<file path="src/rtl/obstacle_spawner.sv">
// obstacle_spawner
// Spawns obstacles at the right screen edge at a level-dependent rate,
// scrolls them left on every frame_tick, retires them at the left edge
// (counting each one cleared), and raises a one-cycle hit pulse when any
// obstacle overlaps the fixed-x player. A hit clears the whole field.
module obstacle_spawner #(
  parameter int NUM_OBS  = 4,
  parameter int SCREEN_W = 640,
  parameter int Y_MAX    = 464,
  parameter int OBS_W    = 16,
  parameter int OBS_H    = 16,
  parameter int PLAYER_X = 64,
  parameter int PLAYER_W = 16,
  parameter int PLAYER_H = 16,
  parameter int GAP_L0   = 120,
  parameter int GAP_L1   = 60,
  parameter int GAP_L2   = 30
) (
  input  logic                   clk,
  input  logic                   reset,
  input  logic                   frame_tick,
  input  logic                   lvl0,
  input  logic                   lvl1,
  input  logic [9:0]             player_y,
  output logic [NUM_OBS-1:0]     obs_valid,
  output logic [11*NUM_OBS-1:0]  obs_x,
  output logic [10*NUM_OBS-1:0]  obs_y,
  output logic                   hit,
  output logic [10:0]            obj_count
);

  localparam int CW = 16;
  localparam logic [CW-1:0] GAP0_C      = CW'(GAP_L0);
  localparam logic [CW-1:0] GAP1_C      = CW'(GAP_L1);
  localparam logic [CW-1:0] GAP2_C      = CW'(GAP_L2);
  localparam logic [CW-1:0] CNT_ZERO_C  = CW'(0);
  localparam logic [CW-1:0] CNT_ONE_C   = CW'(1);
  localparam logic [10:0]   SPAWN_X_C   = 11'(SCREEN_W);
  localparam logic [9:0]    Y_MAX_C     = 10'(Y_MAX);
  localparam logic [11:0]   PX_LO_C     = 12'(PLAYER_X);
  localparam logic [11:0]   PX_HI_C     = 12'(PLAYER_X + PLAYER_W);
  localparam logic [11:0]   OBS_W_C     = 12'(OBS_W);
  localparam logic [11:0]   OBS_H_C     = 12'(OBS_H);
  localparam logic [11:0]   PLAYER_H_C  = 12'(PLAYER_H);
  localparam logic [10:0]   COUNT_MAX_C = 11'h7FF;
  localparam logic [9:0]    LFSR_SEED_C = 10'h001;
  localparam logic [NUM_OBS-1:0] SLOT_ONE_C = NUM_OBS'(1);

  // Registered state
  logic [NUM_OBS-1:0] valid_q, valid_d;
  logic [10:0]        x_q [NUM_OBS];
  logic [10:0]        x_d [NUM_OBS];
  logic [9:0]         y_q [NUM_OBS];
  logic [9:0]         y_d [NUM_OBS];
  logic [CW-1:0]      cnt_q, cnt_d;
  logic [9:0]         lfsr_q, lfsr_d;
  logic               hit_q, hit_d;
  logic               armed_q, armed_d;
  logic [10:0]        count_q, count_d;

  // Combinational helpers
  logic [1:0]         speed_s;
  logic [CW-1:0]      gap_s;
  logic [9:0]         spawn_y_s;
  logic [NUM_OBS-1:0] overlap_s;
  logic               any_overlap_s;
  logic [NUM_OBS-1:0] spawn_sel_s;
  logic [3:0]         retire_n_s;
  logic [11:0]        count_sum_s;

  // Fibonacci LFSR, taps 10 and 7; never reaches zero from a non-zero seed
  assign lfsr_d = {lfsr_q[8:0], lfsr_q[9] ^ lfsr_q[6]};

  // Lowest slot that is free before this tick's retirements (one-hot, zero if full)
  assign spawn_sel_s = ~valid_q & (valid_q + SLOT_ONE_C);

  // Level decode: lvl0 has priority over lvl1
  always_comb begin
    if (lvl0) begin
      speed_s = 2'd1;
      gap_s   = GAP0_C;
    end else if (lvl1) begin
      speed_s = 2'd2;
      gap_s   = GAP1_C;
    end else begin
      speed_s = 2'd3;
      gap_s   = GAP2_C;
    end
  end

  // Fold the 9 low LFSR bits into the legal y range
  always_comb begin
    if ({1'b0, lfsr_q[8:0]} < Y_MAX_C) begin
      spawn_y_s = {1'b0, lfsr_q[8:0]};
    end else begin
      spawn_y_s = {1'b0, lfsr_q[8:0]} - Y_MAX_C;
    end
  end

  // Per-slot rectangle overlap against the player, 12-bit so sums never wrap
  always_comb begin
    overlap_s = '0;
    for (int i = 0; i < NUM_OBS; i++) begin
      overlap_s[i] = valid_q[i]
                   && ({1'b0, x_q[i]} < PX_HI_C)
                   && (({1'b0, x_q[i]} + OBS_W_C) > PX_LO_C)
                   && ({2'b00, y_q[i]} < ({2'b00, player_y} + PLAYER_H_C))
                   && (({2'b00, y_q[i]} + OBS_H_C) > {2'b00, player_y});
    end
    any_overlap_s = |overlap_s;
  end

  // Hit pulses once per overlap episode; re-arms on the first clear cycle
  always_comb begin
    hit_d = any_overlap_s & armed_q;
    if (hit_d) begin
      armed_d = 1'b0;
    end else if (!any_overlap_s) begin
      armed_d = 1'b1;
    end else begin
      armed_d = armed_q;
    end
  end

  // Field update: hit clear wins over a coincident tick; otherwise scroll/retire/spawn
  always_comb begin
    valid_d     = valid_q;
    x_d         = x_q;
    y_d         = y_q;
    cnt_d       = cnt_q;
    count_d     = count_q;
    retire_n_s  = 4'd0;
    count_sum_s = {1'b0, count_q};
    if (hit_q) begin
      valid_d = '0;
      count_d = 11'd0;
      cnt_d   = GAP0_C;
    end else if (frame_tick) begin
      for (int i = 0; i < NUM_OBS; i++) begin
        if (valid_q[i]) begin
          if (x_q[i] < {9'd0, speed_s}) begin
            valid_d[i] = 1'b0;
            retire_n_s = retire_n_s + 4'd1;
          end else begin
            x_d[i] = x_q[i] - {9'd0, speed_s};
          end
        end else begin
          x_d[i] = x_q[i];
        end
      end
      count_sum_s = {1'b0, count_q} + {8'd0, retire_n_s};
      if (count_sum_s > {1'b0, COUNT_MAX_C}) begin
        count_d = COUNT_MAX_C;
      end else begin
        count_d = count_sum_s[10:0];
      end
      if (cnt_q != CNT_ZERO_C) begin
        cnt_d = cnt_q - CNT_ONE_C;
      end else if (spawn_sel_s != '0) begin
        for (int i = 0; i < NUM_OBS; i++) begin
          if (spawn_sel_s[i]) begin
            valid_d[i] = 1'b1;
            x_d[i]     = SPAWN_X_C;
            y_d[i]     = spawn_y_s;
          end else begin
            valid_d[i] = valid_d[i];
          end
        end
        cnt_d = gap_s;
      end else begin
        cnt_d = CNT_ZERO_C;
      end
    end else begin
      cnt_d = cnt_q;
    end
  end

  // State registers with asynchronous active-high reset
  always_ff @(posedge clk or posedge reset) begin
    if (reset) begin
      valid_q <= '0;
      for (int i = 0; i < NUM_OBS; i++) begin
        x_q[i] <= 11'd0;
        y_q[i] <= 10'd0;
      end
      cnt_q   <= GAP0_C;
      lfsr_q  <= LFSR_SEED_C;
      hit_q   <= 1'b0;
      armed_q <= 1'b1;
      count_q <= 11'd0;
    end else begin
      valid_q <= valid_d;
      for (int i = 0; i < NUM_OBS; i++) begin
        x_q[i] <= x_d[i];
        y_q[i] <= y_d[i];
      end
      cnt_q   <= cnt_d;
      lfsr_q  <= lfsr_d;
      hit_q   <= hit_d;
      armed_q <= armed_d;
      count_q <= count_d;
    end
  end

  for (genvar g = 0; g < NUM_OBS; g++) begin : g_pack
    assign obs_x[11*g +: 11] = x_q[g];
    assign obs_y[10*g +: 10] = y_q[g];
  end

  assign obs_valid = valid_q;
  assign hit       = hit_q;
  assign obj_count = count_q;

endmodule

</file>
<file path="config.mk">
export PLATFORM = sky130hd
export DESIGN_NAME = obstacle_spawner
export DESIGN_NICKNAME = d
export VERILOG_FILES = /design/src/rtl/obstacle_spawner.sv
export SDC_FILE = /design/constraint.sdc
export NUM_CORES = 1
export LEC_CHECK = 0
export CAP_MARGIN = 20
export CORE_UTILIZATION = 42
export DETAILED_ROUTE_END_ITERATION = 7
export SKIP_LAST_GASP = 1
export SYNTH_ARGS = -nofsm -noshare
export SYNTH_HDL_FRONTEND = slang
export SYNTH_SLANG_ARGS = --single-unit
</file>
<file path="constraint.sdc">
create_clock -name clk -period 5.75 [get_ports clk]
set_input_delay 0.575 -clock clk [delete_from_list [all_inputs] [get_ports clk]]
set_output_delay 0.575 -clock clk [all_outputs]
set_load 0.01 [all_outputs]
</file>
# After elaboration in Yosys (flattened, before gate mapping)
# Index checks and enable logic that the tools add are counted.
[word_totals]
elab_cells = 148
out_inout_bits = 100
reg_bits = 127
input_bits = 15
[op_classes]
n_bitwise = 6
n_mux = 60
order_cmp = 22
addsub = 20
n_reduce_logical = 25
eq_ne = 1
[ops]
columns = ["cell", "count"]
rows = [
  ["2-to-1 mux 11 bit", 15],
  ["2-to-1 mux 44 bit", 2],
  ["2-to-1 mux 4 bit", 18],
  ["2-to-1 mux 16 bit", 4],
  ["adder 10 x 5 -> 11 bit, second input constant", 5],
  ["adder 11 x 5 -> 12 bit, second input constant", 4],
  ["greater-than comparator 12 x 7 -> 1 bit, second input constant", 4],
  ["greater-than comparator 11 x 10 -> 1 bit", 4],
  ["< comparator 11 x 2 -> 1 bit", 4],
  ["< comparator 11 x 7 -> 1 bit, second input constant", 4],
  ["subtractor 11 x 2 -> 11 bit", 4],
  ["< comparator 10 x 12 -> 1 bit", 3],
  ["AND reduction 5 bit", 4],
  ["2-to-1 mux 1 bit", 17],
  ["adder 4 x 1 -> 4 bit, second input constant", 4],
  ["logical AND 1 bit", 16],
  ["nonzero test 16 bit", 1],
  ["subtractor 16 x 1 -> 16 bit, second input constant", 1],
  ["adder 11 x 4 -> 12 bit", 1],
  ["greater-than comparator 12 x 11 -> 1 bit, second input constant", 1],
  ["< comparator 10 x 11 -> 1 bit", 1],
  ["2-to-1 mux 10 bit", 1],
  ["subtractor 9 x 9 -> 10 bit, second input constant", 1],
  ["< comparator 9 bit, second input constant", 1],
  ["13 further kinds", 14],
]

# Depth between registers and ports, before layout
[depth]
depth_word = 27
mapped_depth = 21
ltp_nobuf = 21

# Least setup slack after synthesis
# OpenSTA, ideal clock, no wires.
[synth_path]
kind = "input port to flip-flop"
startpoint = "input port lvl0"
endpoint = "register count_q[0] (netlist: obj_count[0])"
path_slack_ns = 0.621
setup_time_ns = 0.100
n_path_buf = 0
path_stages = 19
arrival_ns = 5.029
t_required_ns = 5.650
cell_sequence = "inv_1 > nand2_1 > ha_1 > inv_1 > a2111oi_0 > nand3_1 > inv_1 > ha_1 > mux2_2 > ha_1 > mux2_2 > ha_1 > mux2_2 > ha_1 > nand3_1 > a21boi_0 > o2111a_1 > nand4_1 > a311oi_1"
[synth_between]
elab_chain_len = 26
elab_cells_between_ends = 29
cone_classes = "add/sub: 4; order compare: 5; mux: 20"
[synth_lines]
columns = ["item", "line", "source"]
rows = [
  ["start: declaration", "22", "input logic lvl0,"],
  ["2-to-1 mux 2 bit (*)", "79", "if (lvl0) begin"],
  ["< comparator 11 x 2 -> 1 bit", "141", "if (x_q[i] < {9'd0, speed_s}) begin"],
  ["2-to-1 mux 1 bit", "141", ""],
  ["2-to-1 mux 1 bit", "140", "if (valid_q[i]) begin"],
  ["2-to-1 mux 4 bit", "138", "end else if (frame_tick) begin"],
  ["2-to-1 mux 4 bit", "134", "if (hit_q) begin"],
  ["adder 4 x 1 -> 4 bit", "143", "retire_n_s = retire_n_s + 4'd1;"],
  ["2-to-1 mux 4 bit", "141", ""],
  ["[10 not listed]", "-", ""],
  ["2-to-1 mux 4 bit (*)", "140", ""],
  ["2-to-1 mux 4 bit (*)", "138", ""],
  ["2-to-1 mux 4 bit (*)", "134", ""],
  ["adder 11 x 4 -> 12 bit (*)", "151", "count_sum_s = {1'b0, count_q} + {8'd0, retire_n_s};"],
  ["greater-than comparator 12 x 11 -> 1 bit", "152", "if (count_sum_s > {1'b0, COUNT_MAX_C}) begin"],
  ["2-to-1 mux 11 bit (*)", "152", ""],
  ["2-to-1 mux 11 bit (*)", "138", ""],
  ["2-to-1 mux 11 bit (*)", "134", ""],
  ["end signal: assignment", "201", "count_q <= count_d;"],
  ["end: declaration", "59", "logic [10:0] count_q, count_d;"],
]
# Every way passes the cells marked *; elsewhere a longest branch is shown, timed or not. The select of a mux whose other input is x is not followed.
# A chain may end at the register's enable or synchronous reset.

# Final worst setup path
[layout_path]
startpoint = "input port lvl0"
endpoint = "register count_q[1] (netlist: obj_count[1])"
# The elaborated chain is that of the path after synthesis.

==> results.sh <==
export IMPL_max_freq_mhz=190.5
export IMPL_ys_warn_count=0
export IMPL_required_ps=6070
export IMPL_min_from="lfsr_q[7]$_DFF_PP0_"
export IMPL_setup_worst_path_start_class="input pin"
export IMPL_hold_end="lfsr_q[8]$_DFF_PP0_"
export IMPL_min_period_ps=5249
export IMPL_tightest_slew_ps=1061
export IMPL_cp_max_fo=7
export IMPL_grtUsageTotal=0.2432
export IMPL_status="completed"
export IMPL_die_h_um=142.4
export IMPL_antenna_left=0
export IMPL_yosysSeqAreaShare=0.3847
export IMPL_synthFlopType="dfrtp_1"
export IMPL_vias=7171
export IMPL_seq_power_share=0.373
export IMPL_gp_congestion=0.9119
export IMPL_intPower_w=0.002209
export IMPL_swShare=0.3160
export IMPL_ys_ff_latch=127
export IMPL_synth_cells=900
export IMPL_rsz0062_at_grt="false"
export IMPL_max_cap_violations=0
export IMPL_syn_area_mm2=0.008280
export IMPL_synthTopCellsByCount="dfrtp_1 (121), nand2_1 (104), ha_1 (87)"
export IMPL_antenna_found_initial=0
export IMPL_fin_ws_ps=501.1
export IMPL_pre_cts_slack_ps=-73.72
export IMPL_grt_overflow=0
export IMPL_cts_hold_buf=0
export IMPL_post_cts_buffers=0
export IMPL_synth_fp_nets=1007
export IMPL_clk_latency_ps=430
export IMPL_netlist_area_leader_share=0.3657
export IMPL_syn_area_per_cell_um2=9.200
export IMPL_clk_path_buf_depth=2
export IMPL_cp_arrival_ps=5570
export IMPL_rr_worst_depth=19
export IMPL_rr_endpoint="obj_count[1]$_DFFE_PP0P_"
export IMPL_slew_violations=0
export IMPL_grt_max_degree=64
export IMPL_fin_nets=1133
export IMPL_r2r_setup_slack_ps=940
export IMPL_die_area_mm2=0.02028
export IMPL_setup_viol=0
export IMPL_drc=0
export IMPL_grt_pass1_vias=6816
export IMPL_rr_startpoint="obs_x[11]$_DFFE_PP0P_"
export IMPL_cts_repair_resized=0
export IMPL_fin_skew_ps=11.12
export IMPL_dp_hpwl_mm=17.21
export IMPL_ys_types=66
export IMPL_worstSetupPathType="input pin to flop"
export IMPL_power_leakage_nw=4.812
export IMPL_drive_gt1_frac=0.07796
export IMPL_viasPerCell=5.520
export IMPL_clkPwrFrac=0.370
export IMPL_drt_iter0_markers=386
export IMPL_p_sw_w=0.001020
export IMPL_vdd_drop_max_mv=0.3232
export IMPL_die_width_um=142.4
export IMPL_final_period_utilization=0.9128
export IMPL_area_growth_pct=25.94
export IMPL_cts_root_buf="clkbuf_16"
export IMPL_htree_levels=4
export IMPL_slew_headroom=0.2903
export IMPL_grt_pass1_wl_mm=37.73
export IMPL_wl_per_cell_um=17.94
export IMPL_cts_tree="yes"
export IMPL_nFillCells=1813
export IMPL_numCtsBuffers=17
export IMPL_ioPinCount=115
export IMPL_synth_area_leader_cell="dfrtp_1"
export IMPL_p_comb_frac=0.257
export IMPL_clock_sinks=127
export IMPL_whs_path_depth=0
export IMPL_synth_edf_count=0
export IMPL_power_density_mw_per_mm2=309.7
export IMPL_num_rows=50
export IMPL_coreArea_mm2=0.01902
export IMPL_num_antenna_cells=0
export IMPL_async_flop_share=1.000
export IMPL_portBuffers=114
export IMPL_totalWireLength_mm=23.31
export IMPL_finalHoldViolCount=0
export IMPL_ys_top_cells_by_area="dfrtp_1 (37%), ha_1 (13%), nand2_1 (4.7%)"
export IMPL_yosysMostFrequentCell="dfrtp_1"
export IMPL_initial_core_util=0.4354
export IMPL_hold_path_class="flop to flop"
export IMPL_clk_pin_slew_worst_paths_ps=60
export IMPL_fin_util=0.5484
export IMPL_dr_pass1_iters=5
export IMPL_crit_path_end_kind="flop"
==> cell type report <==
class | count | area (um2) | share of cell area
clock buffers | 18 | 429.2 | 0.04115
repair buffers | 133 | 1287 | 0.1235
clock inverters | 14 | 214.0 | 0.02052
well taps | 260 | 325.3 | 0.03119
multi-input cells | 702 | 4816 | 0.4618
flip-flops and latches | 127 | 3186 | 0.3055
inverters | 45 | 171.4 | 0.01644
==> registers in the layout (all words and copies together) (netlist names) <==
name       count
obj_count     11
obs_valid      4
cnt_q         16
lfsr_q        10
hit            1
obs_y         40
armed_q        1
obs_x         44
==> per-layer routing <==
layer | track usage | share of wire
met4 | 0.05772 | 0.0089
met1 | 0.3360 | 0.46
met2 | 0.3981 | 0.48
met5 | 0 | 0
met3 | 0.03836 | 0.050
==> cells by family (layout without fill, tap and decap cells) <==
kind of cell,count (synthesis),after routing,share of synthesized area
AOI/OAI and AO/OA,196,196,0.1496
xor gates and xnor gates,55,55,0.05817
adders and majority gates,92,92,0.1435
buffers and inverters,71,210,0.03370
DFF,127,127,0.3847
muxes,21,21,0.02780
and+or+nand+nor,338,338,0.2025
==> placed cells by master (no fill, tap or decap), drive strengths merged, types with 9 or more instances in the layout <==
cell type / netlist / final
nor4: 11 / 11
xor2: 25 / 25
nor2: 71 / 71
a211oi: 11 / 11
clkdlybuf4s50: 0 / 114
nand4: 14 / 14
inv: 45 / 47
a21oi: 47 / 47
o21ai: 59 / 59
dfrtp: 121 / 121
nor3: 23 / 23
mux2: 16 / 16
a21o: 13 / 13
buf: 6 / 19
xnor2: 30 / 30
and2: 9 / 9
clkbuf: 20 / 18
and3: 14 / 14
nand3: 45 / 45
nand2: 104 / 104
ha: 87 / 87
==> critical path: stages <==
cell and delay [ps]:
clkdlybuf4s50_1 490, buf_4 220, ha_1 310, a2111oi_0 510, nand3_1 170, inv_1 120, ha_1 230, mux2_2 310
ha_1 310, mux2_2 290, ha_1 280, mux2_2 270, ha_1 270, nand3_1 80, a21boi_0 220, o2111a_1 310
nand4_1 140, buf_4 190, a311oi_1 270
==> metrics by stage <==
step	instance area, um2	instances	hold slack, ps	TNS (ps)	power, W
2_1_floorplan	8280	900	368.3	0	0.001672
3_3_place_gp	9767	1265	404.3	0	0.002036
3_5_place_dp	9778	1266	401.3	-313.0	0.002045
4_1_cts	10420	1298	410.1	0	0.003246
5_1_grt	10430	1299	424.9	0	0.003402
6_report	10430	1299	412.5	0	0.003230
==> worst max path at each step <==
stage,from,end,slack (ps),cells after the start
floorplan,lvl0,obj_count[0]$_DFFE_PP0P_,620,19
global placement,lvl0,obj_count[6]$_DFFE_PP0P_,100,19
detailed placement,lvl0,obj_count[3]$_DFFE_PP0P_,-70,18
CTS,lvl0,obj_count[2]$_DFFE_PP0P_,370,18
global route,lvl0,obj_count[1]$_DFFE_PP0P_,190,21
finish,lvl0,obj_count[1]$_DFFE_PP0P_,500,19
==> power groups by stage <==
stage / Sequential (W) / Clock, W / Combinational (W)
final: 0.00120 / 0.00120 / 0.000830
after CTS: 0.00120 / 0.00121 / 0.000837
after detailed placement: 0.00121 / 0 / 0.000831
after floorplan: 0.00121 / 0 / 0.000464
after global routing: 0.00123 / 0.00125 / 0.000924
after global placement: 0.00122 / 0 / 0.000821
No activity file was read; power rests on OpenSTA's default activity.
